<file path="config.mk">
export PLATFORM = sky130hd
export DESIGN_NAME = lfsr_flat
export DESIGN_NICKNAME = d
export VERILOG_FILES = /design/src/rtl/lfsr_if.sv /design/src/rtl/lfsr.sv /design/src/flat_wrapper.sv
export SDC_FILE = /design/constraint.sdc
export NUM_CORES = 1
export LEC_CHECK = 0
export ABC_AREA = 1
export CORE_AREA = 2 2 39 41
export DETAILED_ROUTE_END_ITERATION = 7
export DIE_AREA = 0 0 41 43
export PLACE_DENSITY_LB_ADDON = 0.15
export RECOVER_POWER = 100
export SYNTH_ARGS = -nofsm -noshare
export SYNTH_HDL_FRONTEND = slang
export SYNTH_SLANG_ARGS = --single-unit
</file>
<file path="constraint.sdc">
create_clock -name i_Clk -period 1.97 [get_ports i_Clk]
set_input_delay 0.394 -clock i_Clk [delete_from_list [all_inputs] [get_ports i_Clk]]
set_output_delay 0.394 -clock i_Clk [all_outputs]
set_load 0.05 [all_outputs]
</file>
<file path="src/rtl/lfsr_if.sv">
// LFSR control/data bundle: enable, seed load and compare value in,
// register state and sequence-match flag out. Clock and reset stay as
// plain module ports.
interface lfsr_if #(
    parameter int NUM_BITS = 4
);
    logic                i_Enable;
    logic                i_Seed_DV;
    logic [NUM_BITS-1:0] i_Seed_Data;
    logic [NUM_BITS-1:0] o_LFSR_Data;
    logic                o_LFSR_Done;

    // Driver side (testbench or surrounding logic)
    modport master (
        output i_Enable,
        output i_Seed_DV,
        output i_Seed_Data,
        input  o_LFSR_Data,
        input  o_LFSR_Done
    );

    // LFSR side
    modport slave (
        input  i_Enable,
        input  i_Seed_DV,
        input  i_Seed_Data,
        output o_LFSR_Data,
        output o_LFSR_Done
    );
endinterface

</file>
<file path="src/rtl/lfsr.sv">
// Maximal-length XNOR LFSR, NUM_BITS = 3..32, shifting toward the MSB with
// feedback entering bit 0. Seed load has priority over stepping; reset is
// synchronous and active-high and clears the register to all-zeros (a legal
// state for XNOR feedback).
//
// Optional feature: define LFSR_LOCKUP_RECOVER_EN to make an enabled step
// from the all-ones lockup state go to all-zeros. Without it the register
// stays at all-ones until reset or reseed.
module lfsr #(
    parameter int NUM_BITS = 4
) (
    input  logic  i_Clk,
    input  logic  i_Rst,
    lfsr_if.slave bus
);

    // Feedback tap mask per width; tap k (1-based) maps to bit k-1.
    function automatic logic [31:0] tap_mask(input int n);
        case (n)
            3:       tap_mask = 32'h0000_0006;
            4:       tap_mask = 32'h0000_000C;
            5:       tap_mask = 32'h0000_0014;
            6:       tap_mask = 32'h0000_0030;
            7:       tap_mask = 32'h0000_0060;
            8:       tap_mask = 32'h0000_00B8;
            9:       tap_mask = 32'h0000_0110;
            10:      tap_mask = 32'h0000_0240;
            11:      tap_mask = 32'h0000_0500;
            12:      tap_mask = 32'h0000_0829;
            13:      tap_mask = 32'h0000_100D;
            14:      tap_mask = 32'h0000_2015;
            15:      tap_mask = 32'h0000_6000;
            16:      tap_mask = 32'h0000_D008;
            17:      tap_mask = 32'h0001_2000;
            18:      tap_mask = 32'h0002_0400;
            19:      tap_mask = 32'h0004_0023;
            20:      tap_mask = 32'h0009_0000;
            21:      tap_mask = 32'h0014_0000;
            22:      tap_mask = 32'h0030_0000;
            23:      tap_mask = 32'h0042_0000;
            24:      tap_mask = 32'h00E1_0000;
            25:      tap_mask = 32'h0120_0000;
            26:      tap_mask = 32'h0200_0023;
            27:      tap_mask = 32'h0400_0013;
            28:      tap_mask = 32'h0900_0000;
            29:      tap_mask = 32'h1400_0000;
            30:      tap_mask = 32'h2000_0029;
            31:      tap_mask = 32'h4800_0000;
            32:      tap_mask = 32'h8020_0003;
            default: tap_mask = 32'h0000_0000;
        endcase
    endfunction

    // Reject widths outside the supported tap table at elaboration.
    if (NUM_BITS < 3 || NUM_BITS > 32) begin : g_bad_width
        $error("lfsr: NUM_BITS=%0d outside legal range 3..32", NUM_BITS);
    end

    localparam logic [31:0]         TAP_MASK_FULL = tap_mask(NUM_BITS);
    localparam logic [NUM_BITS-1:0] TAP_MASK      = TAP_MASK_FULL[NUM_BITS-1:0];

`ifdef LFSR_LOCKUP_RECOVER_EN
    localparam bit LOCKUP_RECOVER = 1'b1;
`else
    localparam bit LOCKUP_RECOVER = 1'b0;
`endif

    logic [NUM_BITS-1:0] lfsr_q;
    logic [NUM_BITS-1:0] lfsr_d;
    logic                fb;
    logic                lockup;

    // Next-state selection: seed load beats stepping, otherwise hold.
    always_comb begin
        // Every tap list has an even number of taps, so the chained XNOR
        // reduces to the inverted parity of the tapped bits.
        fb     = ~^(lfsr_q & TAP_MASK);
        lockup = (lfsr_q == {NUM_BITS{1'b1}});
        lfsr_d = lfsr_q;
        if (bus.i_Seed_DV) begin
            lfsr_d = bus.i_Seed_Data;
        end else if (bus.i_Enable) begin
            if (LOCKUP_RECOVER && lockup) begin
                lfsr_d = '0;
            end else begin
                lfsr_d = {lfsr_q[NUM_BITS-2:0], fb};
            end
        end
    end

    // State register with synchronous reset to all-zeros.
    always_ff @(posedge i_Clk) begin
        if (i_Rst) begin
            lfsr_q <= '0;
        end else begin
            lfsr_q <= lfsr_d;
        end
    end

    assign bus.o_LFSR_Data = lfsr_q;
    // Match flag follows the seed input combinationally and ignores enable.
    assign bus.o_LFSR_Done = (lfsr_q == bus.i_Seed_Data);

endmodule

</file>
<file path="src/flat_wrapper.sv">
// flat-port wrapper written by rule: the top's interface ports become plain ports
module lfsr_flat 
#(
    parameter int NUM_BITS = 4
)
  (i_Clk, i_Rst, bus_i_Enable, bus_i_Seed_DV, bus_i_Seed_Data, bus_o_LFSR_Data, bus_o_LFSR_Done);
  lfsr_if #(.NUM_BITS(NUM_BITS)) bus_i ();
  input  logic i_Clk;
  input  logic i_Rst;
  input wire logic [$bits(bus_i.i_Enable)-1:0] bus_i_Enable;
  input wire logic [$bits(bus_i.i_Seed_DV)-1:0] bus_i_Seed_DV;
  input wire logic [$bits(bus_i.i_Seed_Data)-1:0] bus_i_Seed_Data;
  output wire logic [$bits(bus_i.o_LFSR_Data)-1:0] bus_o_LFSR_Data;
  output wire logic [$bits(bus_i.o_LFSR_Done)-1:0] bus_o_LFSR_Done;
  assign bus_i.i_Enable = bus_i_Enable;
  assign bus_i.i_Seed_DV = bus_i_Seed_DV;
  assign bus_i.i_Seed_Data = bus_i_Seed_Data;
  assign bus_o_LFSR_Data = bus_i.o_LFSR_Data;
  assign bus_o_LFSR_Done = bus_i.o_LFSR_Done;
  lfsr #(.NUM_BITS(NUM_BITS)) u_core (.i_Clk(i_Clk), .i_Rst(i_Rst), .bus(bus_i));
endmodule
</file>
==> results of run 1 <==
-- per-layer routing --
layer	GRT usage (%)	vias up
li1	-	160
met1	11.25	126
met2	12.19	4
met3	3.141	0
met4	8.000	0
met5	0	-
-- cells in the mapped netlist (all sizes together) --
cell type and n:
a21oi 2, nor2 3, inv 9, nand2 14
nand3 7, dfxtp 4, xnor2 4
-- layout make-up --
cell class	count	area (um^2)
flip-flops and latches	4	80.08
fillers	174	963.4
multi-input cells	30	146.4
repair buffers	12	117.6
clock buffers	3	22.52
well taps	16	20.02
inverters	9	33.78
-- placed cells by master (no fill, tap or decap), drive strengths merged --
| cell | netlist | layout |
|---|---|---|
| a21oi | 2 | 2 |
| buf | 0 | 1 |
| clkbuf | 0 | 5 |
| clkdlybuf4s50 | 0 | 8 |
| dfxtp | 4 | 4 |
| dlygate4sd3 | 0 | 1 |
| inv | 9 | 9 |
| nand2 | 14 | 14 |
| nand3 | 7 | 7 |
| nor2 | 3 | 3 |
| xnor2 | 4 | 4 |
-- where the power goes --
group          leakage, nW  switching, mW  internal [mW]
logic                0.153         0.0448         0.0355
registers           0.0330        0.00682         0.0867
clock network       0.0138         0.0312         0.0680
-- worst max-delay path by stage --
stage | slack, ns | cells past startpoint | to
finish | 0.14 | 1 | bus_o_LFSR_Data[0]
global route | 0.08 | 5 | bus_o_LFSR_Done
CTS | 0.12 | 1 | bus_o_LFSR_Data[0]
detailed placement | 0.18 | 5 | bus_o_LFSR_Done
global placement | 0.19 | 5 | bus_o_LFSR_Done
floorplan | 0.20 | 3 | bus_o_LFSR_Done
-- kinds of logic after synthesis --
family | share of synthesized area [%]
simple gates | 38.94
buf+inv | 12.98
xor+xnor | 13.46
flops | 30.77
compound gates | 3.846
-- metrics by stage --
stage / setup slack (ns) / utilization [%]
2_1_floorplan: 0.1988 / -
3_3_place_gp: 0.1883 / 29.48
3_5_place_dp: 0.1787 / 29.48
4_1_cts: 0.1232 / 31.10
5_1_grt: 0.08266 / 30.38
6_report: 0.1407 / 30.38
==> summary.txt, run 1 <==
Outcome
  – Status: completed

Clock tree
  – Clk buf depth: 2
  – Post_cts resized: 0
  – Post-CTS Setup Inserts: 0
  – CTS buffer count: 3
  – Clock tree root driver cell: clkbuf_4
  – # hold bufs at CTS: 0
  – Clock Pin Slew Worst Setup and Hold Paths: approximately 0.04 ns
  – H-tree levels: 1
  – CTS tree: built
  – Worst-Skew Late Latency: about 0.23 ns
  – Clk sinks: 4

Logic synthesis
  – #FFs+latches synth: 4
  – Synthesized net count: 51
  – Mapped Cells: 43
  – Cell taking the most area after synthesis: dfxtp_1
  – Largest cells by area after synthesis: dfxtp_1 31%, nand2_1 20%, nand3_1 13%
  – Mapped Area: 260.3 um^2
  – Sequential area share after synthesis: 30.77%
  – Post-synth top area share: 30.77%
  – Average cell area after synthesis: 6.052 um^2
  – Unique masters post-synth: 8
  – Yosys warnings: 0

Min path
  – Hold_sp: u_core.bus.o_LFSR_Data[1]$_SDFFE_PP0P_
  – Hold path depth: 4
  – Tightest Hold Check Type: reg -> reg
  – End of the worst hold path: u_core.bus.o_LFSR_Data[1]$_SDFFE_PP0P_

Floorplanning
  – Die Height: 43 um
  – Core area: 0.001384 mm^2
  – I/O pin count: 13
  – Die ar.: 0.001763 mm^2
  – Die Wd: 41 um
  – Initial Utilization: about a fifth
  – Cell Rows: 14

Critical path
  – CP Class: reg -> out
  – Reg2reg end: u_core.bus.o_LFSR_Data[0]$_SDFFE_PP0P_
  – Max incr delay on CP: 0.82 ns
  – Setup crit start kind: flop
  – Reg2Reg Depth: 4
  – CP bufs+invs: 1
  – Crit. Startpoint: u_core.bus.o_LFSR_Data[0]$_SDFFE_PP0P_
  – Worst reg-to-reg setup slack: 1.16 ns
  – Crit path max-delay family: buffers and inverters
  – Slowest stage cell, crit path: clkdlybuf4s50_1
  – Element type at the critical path end: output port
  – Reg-to-reg startpoint: u_core.bus.o_LFSR_Data[2]$_SDFFE_PP0P_
  – Worst EP required: 1.58 ns
  – CP Max Fanout: 4
  – Critical path, cell by cell: clkdlybuf4s50_1
  – CP arrival: around 1.4 ns

Finish
  – Layout cell share with drive strength beyond 1: 8.621%
  – Final cell count without fillers: 74
  – Inserted Diodes: 0
  – Post-route cell area: 420.4 um^2
  – Number of flip-flops in the largest register: 4
  – P&R area growth vs syn: 61.54%
  – Final #Nets: 68

Pwr
  – Pwr Density: 649.5 mW/mm^2
  – Leak: 0.1997 nW
  – Tot Pwr: ~0.27 mW
  – Peak VDD IR: 250.5 uV

Placed design
  – Cell Area, Placed: 407.9 um^2
  – DP Cell Count: 71
  – GP Congestion: 0.7246
  – Final HPWL DP: 500.4 um
  – Count of buffers from port buffering: 12

STA
  – Fin Setup TNS: 0 ns
  – Peak Freq: 546.7 MHz
  – Worst Hold Slack: 0.5934 ns
  – Setup Skew: ~0.0012 ns
  – Worst slew pin tran: between 0.5 and 0.6 ns
  – Fin. max-slew vios: 0
  – Slew HR: 60.90%
  – Tcrit/Tclk final: 92.86%
  – Post-layout min period: 1.829 ns
  – Final hold violation count: 0
  – Final setup vio count: 0
  – RSZ-0062 raised after global routing: false

Drt
  – Antenna Nets Post-Route: 0
  – Met2 wire len: ~320 um
  – Routed len/inst: 8.216 um
  – Top Layer Used: met3
  – Vias/cell: 3.919
  – Detailed-router iteration count before antenna repair: 2
  – DRT iter0 DRCs: 4
  – Total Wirelength: between 600 and 700 um
  – # DRC: 0
  – Wire length on met3: 19 um
  – Vias: 290
  – Met1 wire length: 269 um

Global route
  – Overall Global Routing Usage: 9.237%
  – Grt ovf: 0
  – First-pass GRT wire length: 1.055 mm
  – Largest net degree at the start of global routing: 8
  – Vias in the first global route: about 260
  – Initial antenna violation count: 0

Job
  – Max cap viols: 0
No activity file was read; power rests on OpenSTA's default activity.
==> inputs of run 2 (changes only) <==
--- a/config.mk
+++ b/config.mk
@@ -9,6 +9,7 @@
 export CORE_AREA = 2 2 39 41
 export DETAILED_ROUTE_END_ITERATION = 7
 export DIE_AREA = 0 0 41 43
+export GPL_TIMING_DRIVEN = 0
 export PLACE_DENSITY_LB_ADDON = 0.15
 export RECOVER_POWER = 100
 export SYNTH_ARGS = -nofsm -noshare
==> summary.txt, run 2 (synthesized netlist as in run 1, its figures left out) <==
Finish
  – Final core occ: 30.20% (-0.18 points)
  – Fillers: 166 (-4.6%)
  – Final cell count without fillers: 74 (unchanged)
  – Leading cell type in the layout, fill and taps excluded: nand2_1
  – Inserted Diodes: 0 (unchanged)
  – Number of flip-flops in the largest register: 4 (unchanged)
  – Final #Nets: 68 (unchanged)
  – Layout cell share with drive strength beyond 1: 8.621% (unchanged)
  – P&R area growth vs syn: 60.58%
  – Commonest non-fill, non-tap cells in the layout: 14 x nand2_1, 9 x inv_1, 9 x clkdlybuf4s50_1

STA
  – Slew HR: 66.57% (+5.7 points)
  – Post-layout min period: 1.892 ns (+0.06264 ns)
  – Worst slew pin tran: 0.4998 ns (-0.08929 ns)
  – Final setup vio count: 0 (unchanged)
  – Tcrit/Tclk final: 96.04% (+3.2 points)
  – RSZ-0062 raised after global routing: false
  – Fin. max-slew vios: 0 (unchanged)
  – Setup ws final: 0.07811 ns (-0.06264 ns)
  – Fin Setup TNS: 0 ns (unchanged)
  – Final hold violation count: 0 (unchanged)
  – Peak Freq: 528.6 MHz (-3.3%)
  – Setup Skew: 0.0009550 ns (-0.0002603 ns)

Drt
  – Vias/cell: 3.784 (-3.4%)
  – Vias: 280 (-3.4%)
  – Total Wirelength: 595 um (-2.1%)
  – # DRC: 0 (unchanged)
  – Routed len/inst: 8.041 um (-2.1%)
  – Antenna Nets Post-Route: 0 (unchanged)
  – Detailed-router iteration count before antenna repair: 3 (+1)
  – DRT iter0 DRCs: 2 (-2)

Critical path
  – CP bufs+invs: 1 (unchanged)
  – Max incr delay on CP: 0.84 ns (+0.02 ns)
  – CP Class: reg -> out
  – CP Max Fanout: 6 (+2)
  – CP arrival: 1.50 ns (+0.06 ns)
  – Critical path, cell by cell: clkdlybuf4s50_1
  – Crit path max-delay family: buffers and inverters
  – Element type at the critical path end: output port
  – Setup crit start kind: flop
  – Slowest stage cell, crit path: clkdlybuf4s50_1
  – Worst EP required: 1.58 ns (about the same)

Placed design
  – Final HPWL DP: 513.9 um (+2.7%)
  – DP Worst Slack: -0.4243 ns (-0.6029 ns)
  – GP Congestion: 0.6653 (-8.2%)
  – DP Cell Count: 71 (unchanged)
  – Count of buffers from port buffering: 12 (unchanged)

Global route
  – Grt ovf: 0 (unchanged)
  – Initial antenna violation count: 0 (unchanged)
  – Overall Global Routing Usage: 8.936% (-0.30 points)
  – Largest net degree at the start of global routing: 8 (unchanged)
  – Vias in the first global route: 261 (+0.77%)
  – First-pass GRT wire length: 1.007 mm (-4.5%)

Floorplanning
  – Die Wd: 41 um (unchanged)
  – Cell Rows: 14 (unchanged)
  – Die Height: 43 um (unchanged)
  – Core area: 0.001384 mm^2 (unchanged)
  – I/O pin count: 13 (unchanged)
  – Die ar.: 0.001763 mm^2 (unchanged)
  – Initial Utilization: 18.81% (unchanged)

Pwr
  – Peak VDD IR: 233.8 uV (-6.7%)
  – Pwr Density: 650.4 mW/mm^2 (+0.13%)
  – Leak: 0.2031 nW (+1.7%)

Outcome
  – Status: completed

Clock tree
  – Post-CTS Setup Inserts: 0 (unchanged)
  – Clock Pin Slew Worst Setup and Hold Paths: 0.04 ns (about the same)
  – Clk buf depth: 2 (unchanged)
  – Worst-Skew Late Latency: 0.23 ns (about the same)
  – CTS tree: built
  – Clock tree root driver cell: clkbuf_4
  – CTS buffer count: 3 (unchanged)
  – H-tree levels: 1 (unchanged)
  – Clk sinks: 4 (unchanged)

Min path
  – Tightest Hold Check Type: reg -> reg

Job
  – Max cap viols: 0 (unchanged)
## run 2: worst paths after layout
check	startpoint	to	slack [ns]	cells after the start
min	u_core.bus.o_LFSR_Data[1]$_SDFFE_PP0P_	u_core.bus.o_LFSR_Data[1]$_SDFFE_PP0P_	0.59	4
max reg2reg	u_core.bus.o_LFSR_Data[2]$_SDFFE_PP0P_	u_core.bus.o_LFSR_Data[0]$_SDFFE_PP0P_	1.15	4
max	u_core.bus.o_LFSR_Data[2]$_SDFFE_PP0P_	bus_o_LFSR_Data[2]	0.08	1
min reg2reg	u_core.bus.o_LFSR_Data[1]$_SDFFE_PP0P_	u_core.bus.o_LFSR_Data[1]$_SDFFE_PP0P_	0.59	4
## run 2: through the flow
| stage | hold WS [ns] | instance area [um^2] | total power [mW] |
|---|---|---|---|
| finish | 0.5937 | 417.9 | 0.2718 |
| global route | 0.6403 | 417.9 | 0.2945 |
| CTS | 0.6039 | 426.7 | 0.2830 |
| detailed placement | 0.5992 | 402.9 | 0.1779 |
| global placement | 0.6047 | 402.9 | 0.1781 |
| floorplan | 0.4631 | 262.8 | 0.1419 |
## run 2: layer usage
metal  global-route usage [%]  part of all wire [%]
met2                    12.19                    53
met5                        0                     0
met1                    9.325                    43
met3                    4.712                   3.7
met4                    8.000                     0
## run 2: area by class of cell
type | instances | area (um^2) | share of cell area [%]
Tap cell | 16 | 20.02 | 4.790
Multi-Input combinational cell | 30 | 146.4 | 35.03
Inverter | 9 | 33.78 | 8.084
Clock buffer | 3 | 22.52 | 5.389
Sequential cell | 4 | 80.08 | 19.16
Timing Repair Buffer | 12 | 115.1 | 27.54
## run 2: report_power, final
part	internal (mW)	total [mW]	switching [mW]	leakage, nW
Sequential	0.0867	0.0933	0.00663	0.0330
Clock	0.0680	0.0993	0.0313	0.0138
Combinational	0.0344	0.0791	0.0447	0.156
## run 2: what timing repair did
action / 4_1_cts / 5_1_grt
endpoints found under the setup margin: 1 / 1
resized for setup: 3 / 2
hold buffers: 0 / 0
==> inputs of run 3 (changes only) <==
--- a/config.mk
+++ b/config.mk
@@ -5,7 +5,6 @@
 export SDC_FILE = /design/constraint.sdc
 export NUM_CORES = 1
 export LEC_CHECK = 0
-export ABC_AREA = 1
 export CORE_AREA = 2 2 39 41
 export DETAILED_ROUTE_END_ITERATION = 7
 export DIE_AREA = 0 0 41 43
==> summary.txt, run 3 <==
Placed design
  – Cell Area, Placed: 380.4 um^2 (-5.6%)
  – GP Congestion: 0.6683 (+0.45%)
  – Count of buffers from port buffering: 11 (-1)
  – DP Cell Count: 52 (-27%)
  – Final HPWL DP: 462.2 um (-10%)
  – DP Worst Slack: -0.5336 ns (-0.1093 ns)

Pwr
  – Clock network fraction of total power: 35.0% (-1.5 points)
  – P_int: 0.1924 mW (+1.7%)
  – Leak: 0.1795 nW (-12%)
  – Sequential share of power: 34.1% (-0.2 points)
  – Net Switching: 0.08502 mW (+2.9%)
  – Logic pwr share: 31.0% (+1.9 points)
  – Pwr Density: 692.9 mW/mm^2 (+6.5%)
  – Peak VDD IR: 218.8 uV (-6.4%)
  – Net Sw Frac: 30.64% (+0.23 points)

Clock tree
  – Worst-Skew Late Latency: 0.23 ns (about the same)
  – # hold bufs at CTS: 0 (unchanged)
  – H-tree levels: 1 (unchanged)
  – Clock Pin Slew Worst Setup and Hold Paths: 0.03 ns (about the same)
  – Clock tree root driver cell: clkbuf_4
  – CTS buffer count: 3 (unchanged)
  – Post-CTS Setup Inserts: 0 (unchanged)
  – Clk sinks: 4 (unchanged)
  – Clk buf depth: 2 (unchanged)
  – CTS tree: built

Drt
  – # DRC: 0 (unchanged)
  – Vias/cell: 3.909 (+3.3%)
  – Total Wirelength: 552 um (-7.2%)
  – DRT iter0 DRCs: 4 (+2)
  – Detailed-router iteration count before antenna repair: 2 (-1)
  – Routed len/inst: 10.04 um (+25%)
  – Vias: 215 (-23%)
  – Antenna Nets Post-Route: 0 (unchanged)

Logic synthesis
  – Mapped Area: 235.2 um^2 (-9.6%)
  – Cell taking the most area after synthesis: dfxtp_1
  – Average cell area after synthesis: 9.409 um^2 (+55%)
  – Synth Area in Simple Gates: 9.043% (-30 points)
  – Post-synth top area share: 34.04% (+3.3 points)
  – Compound-Gate Fraction of Synth Area: 5.851% (+2.0 points)
  – Mapped Cells: 25 (-42%)
  – Asr flop ratio synth: 0% (unchanged)
  – Synthesized net count: 33 (-35%)
  – Unique masters post-synth: 12 (+4)
  – Largest family of logic cells by synthesized area: multiplexers
  – Post-synthesis mux area share: 27.13% (+27 points)
  – Largest cells by area after synthesis: dfxtp_1 34%, xor2_1 15%, mux2_1 14%
  – Post-synth EDFFs: 0 (unchanged)
  – Post-Synth Adder-Cell Area: 0% (unchanged)
  – Synth top cells by count: 4 x dfxtp_1, 4 x xor2_1, 3 x mux2_1, 3 x mux2i_1, 3 x nor2_1
  – XOR/XNOR Fraction of Synth Area: 18.62% (+5.2 points)
  – #FFs+latches synth: 4 (unchanged)
  – Sequential area share after synthesis: 34.04% (+3.3 points)
  – Yosys warnings: 0 (unchanged)
  – Main synth FF type: dfxtp_1

Finish
  – Final cell count without fillers: 55 (-26%)
  – Fillers: 153 (-7.8%)
  – Commonest non-fill, non-tap cells in the layout: 8 x clkdlybuf4s50_1, 4 x xor2_1, 4 x dfxtp_1
  – Final #Nets: 49 (-28%)
  – Final core occ: 28.93% (-1.3 points)
  – Inserted Diodes: 0 (unchanged)
  – Multi-input logic area: 157.7 um^2 (+7.7%)
  – Layout cell share with drive strength beyond 1: 15.38% (+6.8 points)
  – Leading cell type in the layout, fill and taps excluded: clkdlybuf4s50_1
  – Number of flip-flops in the largest register: 4 (unchanged)
  – Register Area: 80.08 um^2 (unchanged)
  – Post-route cell area: 400.4 um^2 (-4.2%)
  – P&R area growth vs syn: 70.21%

Critical path
  – CP arrival: 1.50 ns (about the same)
  – Crit. Startpoint: bus_i_Seed_Data[0]
  – Reg-to-reg startpoint: u_core.bus.o_LFSR_Data[2]$_SDFFE_PP0P_
  – Setup crit start kind: input port
  – CP Max Fanout: 2 (-4)
  – CP Class: in -> out
  – Element type at the critical path end: output port
  – Worst EP required: 1.58 ns (about the same)

Global route
  – First-pass GRT wire length: 917 um (-8.9%)
  – Largest net degree at the start of global routing: 6 (-2)
  – Vias in the first global route: 229 (-12%)
  – Initial antenna violation count: 0 (unchanged)
  – Grt ovf: 0 (unchanged)
  – Overall Global Routing Usage: 8.325% (-0.61 points)

Floorplanning
  – Cell Rows: 14 (unchanged)
  – Die Height: 43 um (unchanged)
  – Initial Utilization: 17.00% (-1.8 points)
  – I/O pin count: 13 (unchanged)
  – Die Wd: 41 um (unchanged)
  – Die ar.: 0.001763 mm^2 (unchanged)
  – Core area: 0.001384 mm^2 (unchanged)

STA
  – Setup Skew: 0.0001205 ns (-0.0008345 ns)
  – Worst slew pin tran: 0.4958 ns (-0.004005 ns)
  – Worst Hold Slack: 0.4811 ns (-0.1126 ns)
  – RSZ-0062 raised after global routing: false
  – Tcrit/Tclk final: 96.01% (about the same)
  – Final hold violation count: 0 (unchanged)
  – Peak Freq: 528.7 MHz (about the same)
  – Slew HR: 66.84% (+0.27 points)
  – Final setup vio count: 0 (unchanged)
  – Fin. max-slew vios: 0 (unchanged)
  – Setup ws final: 0.07856 ns (+0.0004502 ns)
  – Post-layout min period: 1.891 ns (-0.0004502 ns)

Job
  – Max cap viols: 0 (unchanged)

Min path
  – Tightest Hold Check Type: in -> reg
  – Hold_sp: bus_i_Seed_DV

Outcome
  – Status: completed
==> run 3: cell count changes after synthesis, moves of 3 or more <==
cell / change
nand2_1: -13
xor2_1: +4
mux2_1: +3
inv_1: -7
mux2i_1: +3
nand3_1: -7
xnor2_1: -3
==> run 3: power by group through the flow <==
| stage | sequential [mW] | combinational [mW] | clock (mW) |
|---|---|---|---|
| final | 0.0945 | 0.0859 | 0.0970 |
| after global routing | 0.0954 | 0.0925 | 0.110 |
| after CTS | 0.0947 | 0.0873 | 0.105 |
| after detailed placement | 0.0959 | 0.0883 | 0 |
| after global placement | 0.0956 | 0.0880 | 0 |
| after floorplan | 0.114 | 0.0350 | 0 |
==> run 3: kinds of logic after synthesis <==
kind of cell           Yosys count
AO/OA/AOI/OAI                    2
XOR/XNOR                         5
AND/OR/NAND/NOR                  5
multiplexers                     6
buffers and inverters            3
flip-flops                       4
==> run 3: critical path, cell delays in order <==
cell and delay, ns:
clkdlybuf4s50_1 0.43, xor2_1 0.18, nor4_4 0.26, buf_4 0.23
==> run 3: routing by layer <==
| layer | wire [um] | GRT usage, % | up-vias |
|---|---|---|---|
| li1 | - | - | 112 |
| met1 | 239 | 9.615 | 95 |
| met2 | 269 | 10.94 | 6 |
| met3 | 37 | 1.571 | 2 |
| met4 | 6 | 10.00 | 0 |
| met5 | 0 | 0 | - |
==> run 3: final timing paths <==
path	endpoint	slack, ns	depth (start not counted)
setup / recovery	bus_o_LFSR_Done	0.08	4
hold / removal	u_core.bus.o_LFSR_Data[0]$_SDFFE_PP0P_	0.48	2
setup reg to reg	u_core.bus.o_LFSR_Data[2]$_SDFFE_PP0P_	1.01	3
hold reg to reg	u_core.bus.o_LFSR_Data[0]$_SDFFE_PP0P_	0.60	2
==> run 3: area by class of cell <==
| cell class | count | share of cell area, % |
|---|---|---|
| Buffer | 1 | 1.250 |
| Tap cell | 16 | 5.000 |
| Timing Repair Buffer | 11 | 26.87 |
| Inverter | 2 | 1.875 |
| Sequential cell | 4 | 20.00 |
| Clock buffer | 3 | 5.625 |
| Multi-Input combinational cell | 18 | 39.37 |
==> run 3: metrics by stage <==
| stage | setup TNS [ns] | power, mW |
|---|---|---|
| finish | 0 | 0.2774 |
| global route | 0 | 0.2979 |
| CTS | 0 | 0.2867 |
| detailed placement | -0.5336 | 0.1842 |
| global placement | -0.5260 | 0.1836 |
| floorplan | 0 | 0.1495 |
==> run 3: what timing repair did <==
action,CTS,global route
setup endpoints to repair,1,1
hold endpoints to repair,0,0
gates resized for setup,5,2
